`config.mk`:
```
export PLATFORM = sky130hd
export DESIGN_NAME = axi2lbus_burst_bridge
export DESIGN_NICKNAME = d
export VERILOG_FILES = /design/src/rtl/axi2lbus_burst_bridge_pkg.sv /design/src/rtl/axi2lbus_burst_bridge_chk.sv /design/src/rtl/axi2lbus_burst_bridge_skid.sv /design/src/rtl/axi2lbus_burst_bridge.sv
export SDC_FILE = /design/constraint.sdc
export NUM_CORES = 1
export LEC_CHECK = 0
export CAP_MARGIN = 20
export CORE_ASPECT_RATIO = 0.7
export CORE_MARGIN = 2
export CORE_UTILIZATION = 40
export DETAILED_ROUTE_END_ITERATION = 10
export GPL_ROUTABILITY_DRIVEN = 0
export PLACE_DENSITY_LB_ADDON = 0.3
export SKIP_LAST_GASP = 1
export SLEW_MARGIN = 20
export SYNTH_ARGS = -nofsm -noshare
export SYNTH_HDL_FRONTEND = slang
export SYNTH_SLANG_ARGS = --single-unit
```
`constraint.sdc`:
```
create_clock -name clk -period 2.25 [get_ports clk]
set_input_delay 0.45 -clock clk [delete_from_list [all_inputs] [get_ports clk]]
set_output_delay 0.45 -clock clk [all_outputs]
set_load 0.02 [all_outputs]
```
`src/rtl/axi2lbus_burst_bridge_pkg.sv`:
```
// Shared AXI3 types and helpers for the lbus-to-AXI3 burst bridge.
package axi2lbus_burst_bridge_pkg;

  typedef enum logic [2:0] {
    SIZE_1   = 3'd0,
    SIZE_2   = 3'd1,
    SIZE_4   = 3'd2,
    SIZE_8   = 3'd3,
    SIZE_16  = 3'd4,
    SIZE_32  = 3'd5,
    SIZE_64  = 3'd6,
    SIZE_128 = 3'd7
  } axi3_size_t;

  typedef enum logic [1:0] {
    BST_FIXED = 2'd0,
    BST_INCR  = 2'd1,
    BST_WRAP  = 2'd2,
    BST_RSVD  = 2'd3
  } axi3_bst_t;

  typedef enum logic [1:0] {
    RESP_OKAY   = 2'd0,
    RESP_EXOKAY = 2'd1,
    RESP_SLVERR = 2'd2,
    RESP_DECERR = 2'd3
  } axi3_resp_t;

  function automatic axi3_size_t size_from_width(input int data_w);
    axi3_size_t size_v;
    case (data_w)
      8:       size_v = SIZE_1;
      16:      size_v = SIZE_2;
      32:      size_v = SIZE_4;
      64:      size_v = SIZE_8;
      128:     size_v = SIZE_16;
      256:     size_v = SIZE_32;
      512:     size_v = SIZE_64;
      1024:    size_v = SIZE_128;
      default: size_v = SIZE_4;
    endcase
    return size_v;
  endfunction

  // SLVERR and DECERR both have the upper response bit set.
  function automatic logic resp_is_err(input logic [1:0] resp);
    return (axi3_resp_t'(resp) == RESP_SLVERR) || (axi3_resp_t'(resp) == RESP_DECERR);
  endfunction

endpackage

```
`src/rtl/axi2lbus_burst_bridge_chk.sv`:
```
// Simulation checks for the bridge: 4KB crossing, read beat count and AXI id echo.
module axi2lbus_burst_bridge_chk #(
  parameter int BlenW  = 5,
  parameter int StrbW  = 4,
  parameter int AxiIdW = 4,
  parameter int AxiId  = 0
) (
  input logic              clk,
  input logic              reset,
  input logic              accept,
  input logic [11:0]       addr_lo,
  input logic [BlenW-1:0]  req_blen,
  input logic [BlenW-1:0]  blen,
  input logic [BlenW-1:0]  beat_cnt,
  input logic              r_hs,
  input logic              r_last,
  input logic [AxiIdW-1:0] rid,
  input logic              b_hs,
  input logic [AxiIdW-1:0] bid
);

  logic [31:0] end_s;

  assign end_s = 32'(addr_lo) + (32'(req_blen) + 32'd1) * 32'(StrbW);

  a_no_4kb_cross: assert property (@(posedge clk) disable iff (reset) accept |-> (end_s <= 32'd4096))
    else $error("burst crosses a 4KB boundary");

  a_rd_beat_count: assert property (@(posedge clk) disable iff (reset) (r_hs && r_last) |-> (beat_cnt == blen))
    else $error("read burst length does not match request");

  a_rid: assert property (@(posedge clk) disable iff (reset) r_hs |-> (rid == AxiIdW'(AxiId)))
    else $error("unexpected rid");

  a_bid: assert property (@(posedge clk) disable iff (reset) b_hs |-> (bid == AxiIdW'(AxiId)))
    else $error("unexpected bid");

endmodule

```
`src/rtl/axi2lbus_burst_bridge_skid.sv`:
```
// Two-entry skid buffer for the read return path; all outputs come straight from registers.
module lbus_skid_buf #(
  parameter int W = 33
) (
  input  logic         clk,
  input  logic         reset,
  input  logic         in_valid,
  output logic         in_ready,
  input  logic [W-1:0] in_data,
  output logic         out_valid,
  input  logic         out_ready,
  output logic [W-1:0] out_data,
  output logic         empty
);

  logic [W-1:0] out_data_r;
  logic [W-1:0] skid_data_r;
  logic         out_valid_r;
  logic         skid_valid_r;
  logic         push_s;
  logic         pop_s;

  assign push_s    = in_valid && !skid_valid_r;
  assign pop_s     = out_valid_r && out_ready;
  assign in_ready  = !skid_valid_r;
  assign out_valid = out_valid_r;
  assign out_data  = out_data_r;
  assign empty     = !out_valid_r && !skid_valid_r;

  // Output stage refills from the skid slot first so beat order is kept.
  always_ff @(posedge clk) begin
    if (reset) begin
      out_data_r   <= '0;
      skid_data_r  <= '0;
      out_valid_r  <= 1'b0;
      skid_valid_r <= 1'b0;
    end else if (!out_valid_r || pop_s) begin
      if (skid_valid_r) begin
        out_data_r   <= skid_data_r;
        out_valid_r  <= 1'b1;
        skid_valid_r <= 1'b0;
      end else begin
        out_valid_r <= push_s;
        if (push_s) begin
          out_data_r <= in_data;
        end
      end
    end else if (push_s) begin
      skid_data_r  <= in_data;
      skid_valid_r <= 1'b1;
    end
  end

endmodule

```
`src/rtl/axi2lbus_burst_bridge.sv`:
```
// lbus to AXI3 master bridge: one INCR burst of 1..MaxBlen beats in flight at a time.
// Define AXI2LBUS_RESP_ERR_EN to add axi_bresp/axi_rresp inputs and a sticky bus_erro output.
module axi2lbus_burst_bridge
  import axi2lbus_burst_bridge_pkg::*;
#(
  parameter int  AddrW   = 32,
  parameter int  DataW   = 32,
  parameter int  IdW     = 2,
  parameter int  AxiIdW  = 4,
  parameter int  AxiId   = 0,
  parameter int  MaxBlen = 16,
  localparam int StrbW   = DataW / 8,
  localparam int BlenW   = $clog2(MaxBlen) + 1
) (
  input  logic              clk,
  input  logic              reset,
  input  logic              bus_req,
  input  logic              bus_we,
  input  logic [IdW-1:0]    bus_id,
  input  logic [AddrW-1:0]  bus_addr,
  input  logic [BlenW-1:0]  bus_blen,
  output logic              bus_acko,
  output logic              bus_busyo,
  input  logic [DataW-1:0]  bus_wdata,
  input  logic [StrbW-1:0]  bus_wstrb,
  input  logic              bus_wvalid,
  output logic              bus_wreadyo,
  output logic [DataW-1:0]  bus_rdatao,
  output logic              bus_rlasto,
  output logic              bus_rvalido,
  input  logic              bus_rready,
  output logic [IdW-1:0]    bus_ido,
  output logic              bus_doneo,
`ifdef AXI2LBUS_RESP_ERR_EN
  output logic              bus_erro,
  input  logic [1:0]        axi_bresp,
  input  logic [1:0]        axi_rresp,
`endif
  output logic [AxiIdW-1:0] axi_awido,
  output logic [AddrW-1:0]  axi_awaddro,
  output logic [3:0]        axi_awleno,
  output logic [2:0]        axi_awsizeo,
  output logic [1:0]        axi_awbursto,
  output logic              axi_awvalido,
  input  logic              axi_awready,
  output logic [DataW-1:0]  axi_wdatao,
  output logic [StrbW-1:0]  axi_wstrbo,
  output logic              axi_wlasto,
  output logic              axi_wvalido,
  input  logic              axi_wready,
  input  logic              axi_bvalid,
  input  logic [AxiIdW-1:0] axi_bid,
  output logic              axi_breadyo,
  output logic [AxiIdW-1:0] axi_arido,
  output logic [AddrW-1:0]  axi_araddro,
  output logic [3:0]        axi_arleno,
  output logic [2:0]        axi_arsizeo,
  output logic [1:0]        axi_arbursto,
  output logic              axi_arvalido,
  input  logic              axi_arready,
  input  logic [DataW-1:0]  axi_rdata,
  input  logic              axi_rlast,
  input  logic [AxiIdW-1:0] axi_rid,
  input  logic              axi_rvalid,
  output logic              axi_rreadyo
);

  typedef enum logic [2:0] {
    S_IDLE    = 3'd0,
    S_RD_AR   = 3'd1,
    S_RD_DATA = 3'd2,
    S_RD_DONE = 3'd3,
    S_WR      = 3'd4,
    S_WR_RESP = 3'd5
  } state_t;

  state_t           state_r;
  logic [IdW-1:0]   id_r;
  logic [AddrW-1:0] addr_r;
  logic [BlenW-1:0] blen_r;
  logic [BlenW-1:0] beat_cnt_r;
  logic             aw_valid_r;
  logic             ar_valid_r;
  logic             aw_done_r;
  logic             w_done_r;
  logic             busy_r;
  logic             done_r;

  logic             accept_s;
  logic             aw_hs_s;
  logic             w_hs_s;
  logic             w_last_hs_s;
  logic             ar_hs_s;
  logic             r_hs_s;
  logic             b_hs_s;
  logic             rd_push_s;
  logic             skid_ready_s;
  logic             skid_empty_s;
  logic [DataW:0]   skid_out_s;

  // done_r blocks accept so a new request is taken only the cycle after the done pulse.
  assign accept_s    = (state_r == S_IDLE) && !done_r && bus_req;
  assign aw_hs_s     = aw_valid_r && axi_awready;
  assign w_hs_s      = axi_wvalido && axi_wready;
  assign w_last_hs_s = w_hs_s && (beat_cnt_r == blen_r);
  assign ar_hs_s     = ar_valid_r && axi_arready;
  assign r_hs_s      = axi_rvalid && axi_rreadyo;
  assign b_hs_s      = axi_bvalid && axi_breadyo;
  assign rd_push_s   = axi_rvalid && (state_r == S_RD_DATA);

  assign bus_acko  = accept_s;
  assign bus_busyo = busy_r;
  assign bus_doneo = done_r;
  assign bus_ido   = id_r;

  assign axi_awido    = AxiIdW'(AxiId);
  assign axi_awaddro  = addr_r;
  assign axi_awleno   = 4'(blen_r);
  assign axi_awsizeo  = size_from_width(DataW);
  assign axi_awbursto = BST_INCR;
  assign axi_awvalido = aw_valid_r;

  assign axi_wdatao  = bus_wdata;
  assign axi_wstrbo  = bus_wstrb;
  assign axi_wlasto  = (state_r == S_WR) && (beat_cnt_r == blen_r);
  assign axi_wvalido = (state_r == S_WR) && !w_done_r && bus_wvalid;
  assign bus_wreadyo = (state_r == S_WR) && !w_done_r && axi_wready;
  assign axi_breadyo = (state_r == S_WR_RESP);

  assign axi_arido    = AxiIdW'(AxiId);
  assign axi_araddro  = addr_r;
  assign axi_arleno   = 4'(blen_r);
  assign axi_arsizeo  = size_from_width(DataW);
  assign axi_arbursto = BST_INCR;
  assign axi_arvalido = ar_valid_r;
  assign axi_rreadyo  = (state_r == S_RD_DATA) && skid_ready_s;

  assign {bus_rlasto, bus_rdatao} = skid_out_s;

  lbus_skid_buf #(
    .W (DataW + 1)
  ) u_skid (
    .clk       (clk),
    .reset     (reset),
    .in_valid  (rd_push_s),
    .in_ready  (skid_ready_s),
    .in_data   ({axi_rlast, axi_rdata}),
    .out_valid (bus_rvalido),
    .out_ready (bus_rready),
    .out_data  (skid_out_s),
    .empty     (skid_empty_s)
  );

  // Transaction FSM: request latch, AXI address/response handshakes and completion pulse.
  always_ff @(posedge clk) begin
    if (reset) begin
      state_r    <= S_IDLE;
      id_r       <= '0;
      addr_r     <= '0;
      blen_r     <= '0;
      beat_cnt_r <= '0;
      aw_valid_r <= 1'b0;
      ar_valid_r <= 1'b0;
      aw_done_r  <= 1'b0;
      w_done_r   <= 1'b0;
      busy_r     <= 1'b0;
      done_r     <= 1'b0;
    end else begin
      done_r <= 1'b0;
      case (state_r)
        S_IDLE: begin
          if (accept_s) begin
            id_r       <= bus_id;
            addr_r     <= bus_addr;
            blen_r     <= bus_blen;
            beat_cnt_r <= '0;
            aw_done_r  <= 1'b0;
            w_done_r   <= 1'b0;
            busy_r     <= 1'b1;
            if (bus_we) begin
              aw_valid_r <= 1'b1;
              state_r    <= S_WR;
            end else begin
              ar_valid_r <= 1'b1;
              state_r    <= S_RD_AR;
            end
          end
        end
        S_RD_AR: begin
          if (ar_hs_s) begin
            ar_valid_r <= 1'b0;
            state_r    <= S_RD_DATA;
          end
        end
        S_RD_DATA: begin
          if (r_hs_s) begin
            beat_cnt_r <= beat_cnt_r + BlenW'(1);
            if (axi_rlast) begin
              state_r <= S_RD_DONE;
            end
          end
        end
        S_RD_DONE: begin
          if (skid_empty_s) begin
            done_r  <= 1'b1;
            busy_r  <= 1'b0;
            state_r <= S_IDLE;
          end
        end
        S_WR: begin
          if (aw_hs_s) begin
            aw_valid_r <= 1'b0;
            aw_done_r  <= 1'b1;
          end
          if (w_hs_s) begin
            beat_cnt_r <= beat_cnt_r + BlenW'(1);
          end
          if (w_last_hs_s) begin
            w_done_r <= 1'b1;
          end
          // Address and last data beat may complete in either order or together.
          if ((aw_done_r || aw_hs_s) && (w_done_r || w_last_hs_s)) begin
            state_r <= S_WR_RESP;
          end
        end
        S_WR_RESP: begin
          if (b_hs_s) begin
            done_r  <= 1'b1;
            busy_r  <= 1'b0;
            state_r <= S_IDLE;
          end
        end
        default: begin
          aw_valid_r <= 1'b0;
          ar_valid_r <= 1'b0;
          busy_r     <= 1'b0;
          state_r    <= S_IDLE;
        end
      endcase
    end
  end

`ifdef AXI2LBUS_RESP_ERR_EN
  logic err_r;

  // Sticky per-transaction error flag, cleared when the next request is accepted.
  always_ff @(posedge clk) begin
    if (reset) begin
      err_r <= 1'b0;
    end else if (accept_s) begin
      err_r <= 1'b0;
    end else if ((r_hs_s && resp_is_err(axi_rresp)) || (b_hs_s && resp_is_err(axi_bresp))) begin
      err_r <= 1'b1;
    end
  end

  assign bus_erro = err_r;
`endif

  axi2lbus_burst_bridge_chk #(
    .BlenW  (BlenW),
    .StrbW  (StrbW),
    .AxiIdW (AxiIdW),
    .AxiId  (AxiId)
  ) u_chk (
    .clk      (clk),
    .reset    (reset),
    .accept   (accept_s),
    .addr_lo  (bus_addr[11:0]),
    .req_blen (bus_blen),
    .blen     (blen_r),
    .beat_cnt (beat_cnt_r),
    .r_hs     (r_hs_s),
    .r_last   (axi_rlast),
    .rid      (axi_rid),
    .b_hs     (b_hs_s),
    .bid      (axi_bid)
  );

endmodule
```
==> key figures <==
Status
  – Run status: finished, final reports clean

Worst setup path
  – Crit path max-delay family: buffers and inverters
  – Worst setup EP type: primary output
  – Register-to-register setup slack: roughly 0.34 ns
  – Path type of the worst setup path: register to primary output
  – Worst Reg-to-Reg Cells: 8
  – Cell-by-cell trace of the critical path: buf_4 -> nand2b_1 -> nor3_2 -> dlygate4sd2_1
  – Critical R2R Capture: u_skid.out_data[13]
  – Worst-path cell with the longest stage delay: sky130_fd_sc_hd__dlygate4sd2_1
  – Source of the worst register-to-register timing path: state_r[0]
  – Highest cell delay on the worst timing path: ~0.38 ns
  – Crit path required time: 1.80 ns
  – Sort of element at the start of the critical path: register
  – Max Fanout on Critical Path: 14
  – WP buf/inv: 2
  – Worst Path Arrival: ~1.6 ns

Layout
  – Share of layout cells above drive strength 1: under 10%
  – Area added between synthesis and finish: 40.3%
  – Fin util: 57.1%
  – Net count of the finished layout: 940
  – Diodes inserted: 0
  – Commonest non-fill, non-tap cells in the layout: sky130_fd_sc_hd__clkdlybuf4s50_1 (193), sky130_fd_sc_hd__nand2_1 (156), sky130_fd_sc_hd__dfxtp_1 (119)
  – Finished Layout Cells: between 1k and 1.5k
  – Most frequent standard cell in the layout excluding fill and tap cells: sky130_fd_sc_hd__clkdlybuf4s50_1
  – Final cell area excluding filler cells: slightly below 8000 sq um

Detailed routing
  – Detail-routed via count per cell: roughly 4.9
  – Number of vias after detailed routing: between 4k and 5k
  – WL per Instance: 14.4 microns
  – Number of iterations in the first detailed-routing pass: 5
  – Post-detailed-routing wire length: 14.6 mm
  – DRC violations left: 0
  – Post-route ant nets: 0
  – DRT iter0 DRCs: between 150 and 200

STA
  – Crit path time final: roughly 2.1 ns
  – Hold Violations, Final: 0
  – Max frequency: roughly 480 MHz
  – Final slew viol count: 0
  – Hold Slack: about 0.45 ns
  – Slew at the pin closest to its max-slew limit: around 0.7 ns
  – Worst slew margin relative to its limit: around 53%
  – Setup ws final: between 0.15 and 0.2 ns
  – Final worst clock skew: 0.00874 ns
  – Crit share post-route: a little over 90%
  – Setup_tns: 0 ns
  – Final setup viols: 0
  – Unrepaired setup endpoints after global routing: false

Global route
  – Antenna violations before repair: 0
  – Combined global-route utilization of all metal layers: approximately a fifth
  – Maximum number of pins on one net before global-route repair: 67
  – Sum of overflow across all layers after global routing: 0
  – Vias in the first global route: ~4.6k
  – First-pass GRT wire length: approximately 23 mm

Placed design
  – Placement-stage cell area: 7240 sq um
  – Port Buf Inserts: 200
  – Placed wire-length estimate: approximately 10 mm
  – Total instance count after detailed placement: approximately 980
  – Worst Setup Slack post-DPL: -0.0816 ns

CTS
  – CTS HTree Levels: 4
  – Clock slew seen by the registers of the worst setup and hold paths: roughly 0.060 ns
  – CTS Root Cell: sky130_fd_sc_hd__clkbuf_16
  – CTS tree: yes
  – Number of sinks driven by the clock tree: 121
  – Worst-Skew Late Latency: around 0.39 ns
  – CTS max path bufs: 2
  – Number of CTS-inserted buffers: 17

Hold path
  – Count of cells along the worst hold path: 2
  – Worst hold path type: register to register
  – Worst hold endpoint: u_skid.skid_data_r[22]
  – Source of the worst hold timing path: u_skid.skid_data_r[22]

Floorplan
  – I/O pin cnt: approximately 300
  – Die extent in y: 103 microns
  – Number of rows in the core area: 36
  – Starting utilization of the core area: 40.7%
  – Die Outline Area: roughly 15000 sq um
  – Die boundary width: 146 microns
  – Area of the core: around 14000 sq um

Synthesis
  – Seq cells post-synth: ~120
  – Syn_area_per_cell: approximately 8.1 sq um
  – Register area share after synthesis: between 40% and 50%
  – Share of async-settable or async-resettable flops after synthesis: 0%
  – Synth unique cells: 44
  – Post-Synthesis Cells: 695
  – EDFF count, synth: 0
  – Prevailing post-synth register cell: sky130_fd_sc_hd__dfxtp_1
  – Warnings from Yosys: 0
  – Summed instance area of the synthesized netlist: 5650 sq um

Power and ir drop
  – P per Cell Area: about 1100 nW/um^2
  – Leak Pwr: between 2 and 3 nW
  – Worst supply voltage drop on vdd: ~0.5 mV
  – Overall power after layout: ~8.5 mW

Job
  – MaxCap Viol Count: 0
## synth_stat cells, drive strengths merged (2+ instances only)
master  instances  area, sq um
conb            2         7.51
nand2         156          586
and3            2         12.5
o31ai           2         15.0
clkbuf         26         97.6
mux2i          34          340
xor2            9         78.8
nand4           4         25.0
nor3            8         50.1
or3             2         12.5
and2            3         18.8
nand2b          5         31.3
o21ai           4         20.0
nor2b           5         31.3
nor4            2         12.5
a21oi          83          415
buf           112          795
a41oi           2         17.5
dfxtp         121         2420
ha              2         25.0
nand3           5         25.0
nor2           51          191
inv             5         18.8
a211oi         34          255
## sequential cells by signal, summed over array words and instances (netlist names), 2 cells and up
name	flops
axi_araddro	32
u_skid.skid_data_r	33
beat_cnt_r	5
bus_ido	2
state_r	3
u_skid.out_data	33
blen_r	5
## worst register-to-register path: stages, from the launching register on
cell and delay [ns]:
sky130_fd_sc_hd__dfxtp_2 0.37, sky130_fd_sc_hd__buf_4 0.15, sky130_fd_sc_hd__buf_4 0.16, sky130_fd_sc_hd__nor3b_2 0.22
sky130_fd_sc_hd__a21oi_1 0.16, sky130_fd_sc_hd__nor2_4 0.15, sky130_fd_sc_hd__buf_12 0.25, sky130_fd_sc_hd__nor2_1 0.11
sky130_fd_sc_hd__a211oi_1 0.24
## per-layer routing
metal  GRT usage [%]  routed length (microns)  up-vias
li1                -                        -     2456
met1            23.7                     6390     2276
met2            31.9                     6950      184
met3            5.00                     1020       20
met4            6.42                      222        0
met5               0                        0        -
## power by group
part           switching, mW  internal (mW)  total (mW)
clock                   1.00           2.12        3.12
combinational           1.52           1.21        2.73
sequential             0.204           2.40        2.61
total                   2.72           5.74        8.46
## cell families (layout without fill, tap and decap cells)
logic type	count (synthesis)	count (layout)	synth area share, %
AND/OR/NAND/NOR	247	247	18.4
buffers and inverters	143	256	16.1
AO/OA/AOI/OAI	137	137	14.7
other	2	18	0.133
adder cells (fa/ha/maj)	2	2	0.443
XOR/XNOR	9	9	1.40
flip-flops	121	121	42.9
multiplexers	34	34	6.02
## layout make-up
cell class	instances	area (sq um)
multi-input combinational	447	2390
clock buffer	19	443
sequential	121	2420
tap	190	238
inverter	5	18.8
timing repair buffer	219	2170
clock inverter	13	240
fill	1255	5950
## worst max-delay path by stage
stage | startpoint | endpoint | slack, ns | cells after the start
floorplan | beat_cnt_r[1] | axi_wlasto | 0.48 | 4
CTS | state_r[0] | axi_breadyo | 0.004 | 4
global placement | bus_req | bus_acko | -0.06 | 5
detailed placement | bus_req | bus_acko | -0.08 | 5
global route | state_r[1] | axi_rreadyo | 0.05 | 4
finish | state_r[1] | axi_rreadyo | 0.16 | 4
## repair_timing
| action | CTS | global route |
|---|---|---|
| hold buffers | 0 | 0 |
| setup endpoints to repair | 6 | 2 |
| hold endpoints to repair | 0 | 0 |
| pin swaps | 0 | 0 |
| setup buffers | 0 | 0 |
| resized for setup | 7 | 4 |
(Power assumes the default switching activity.)
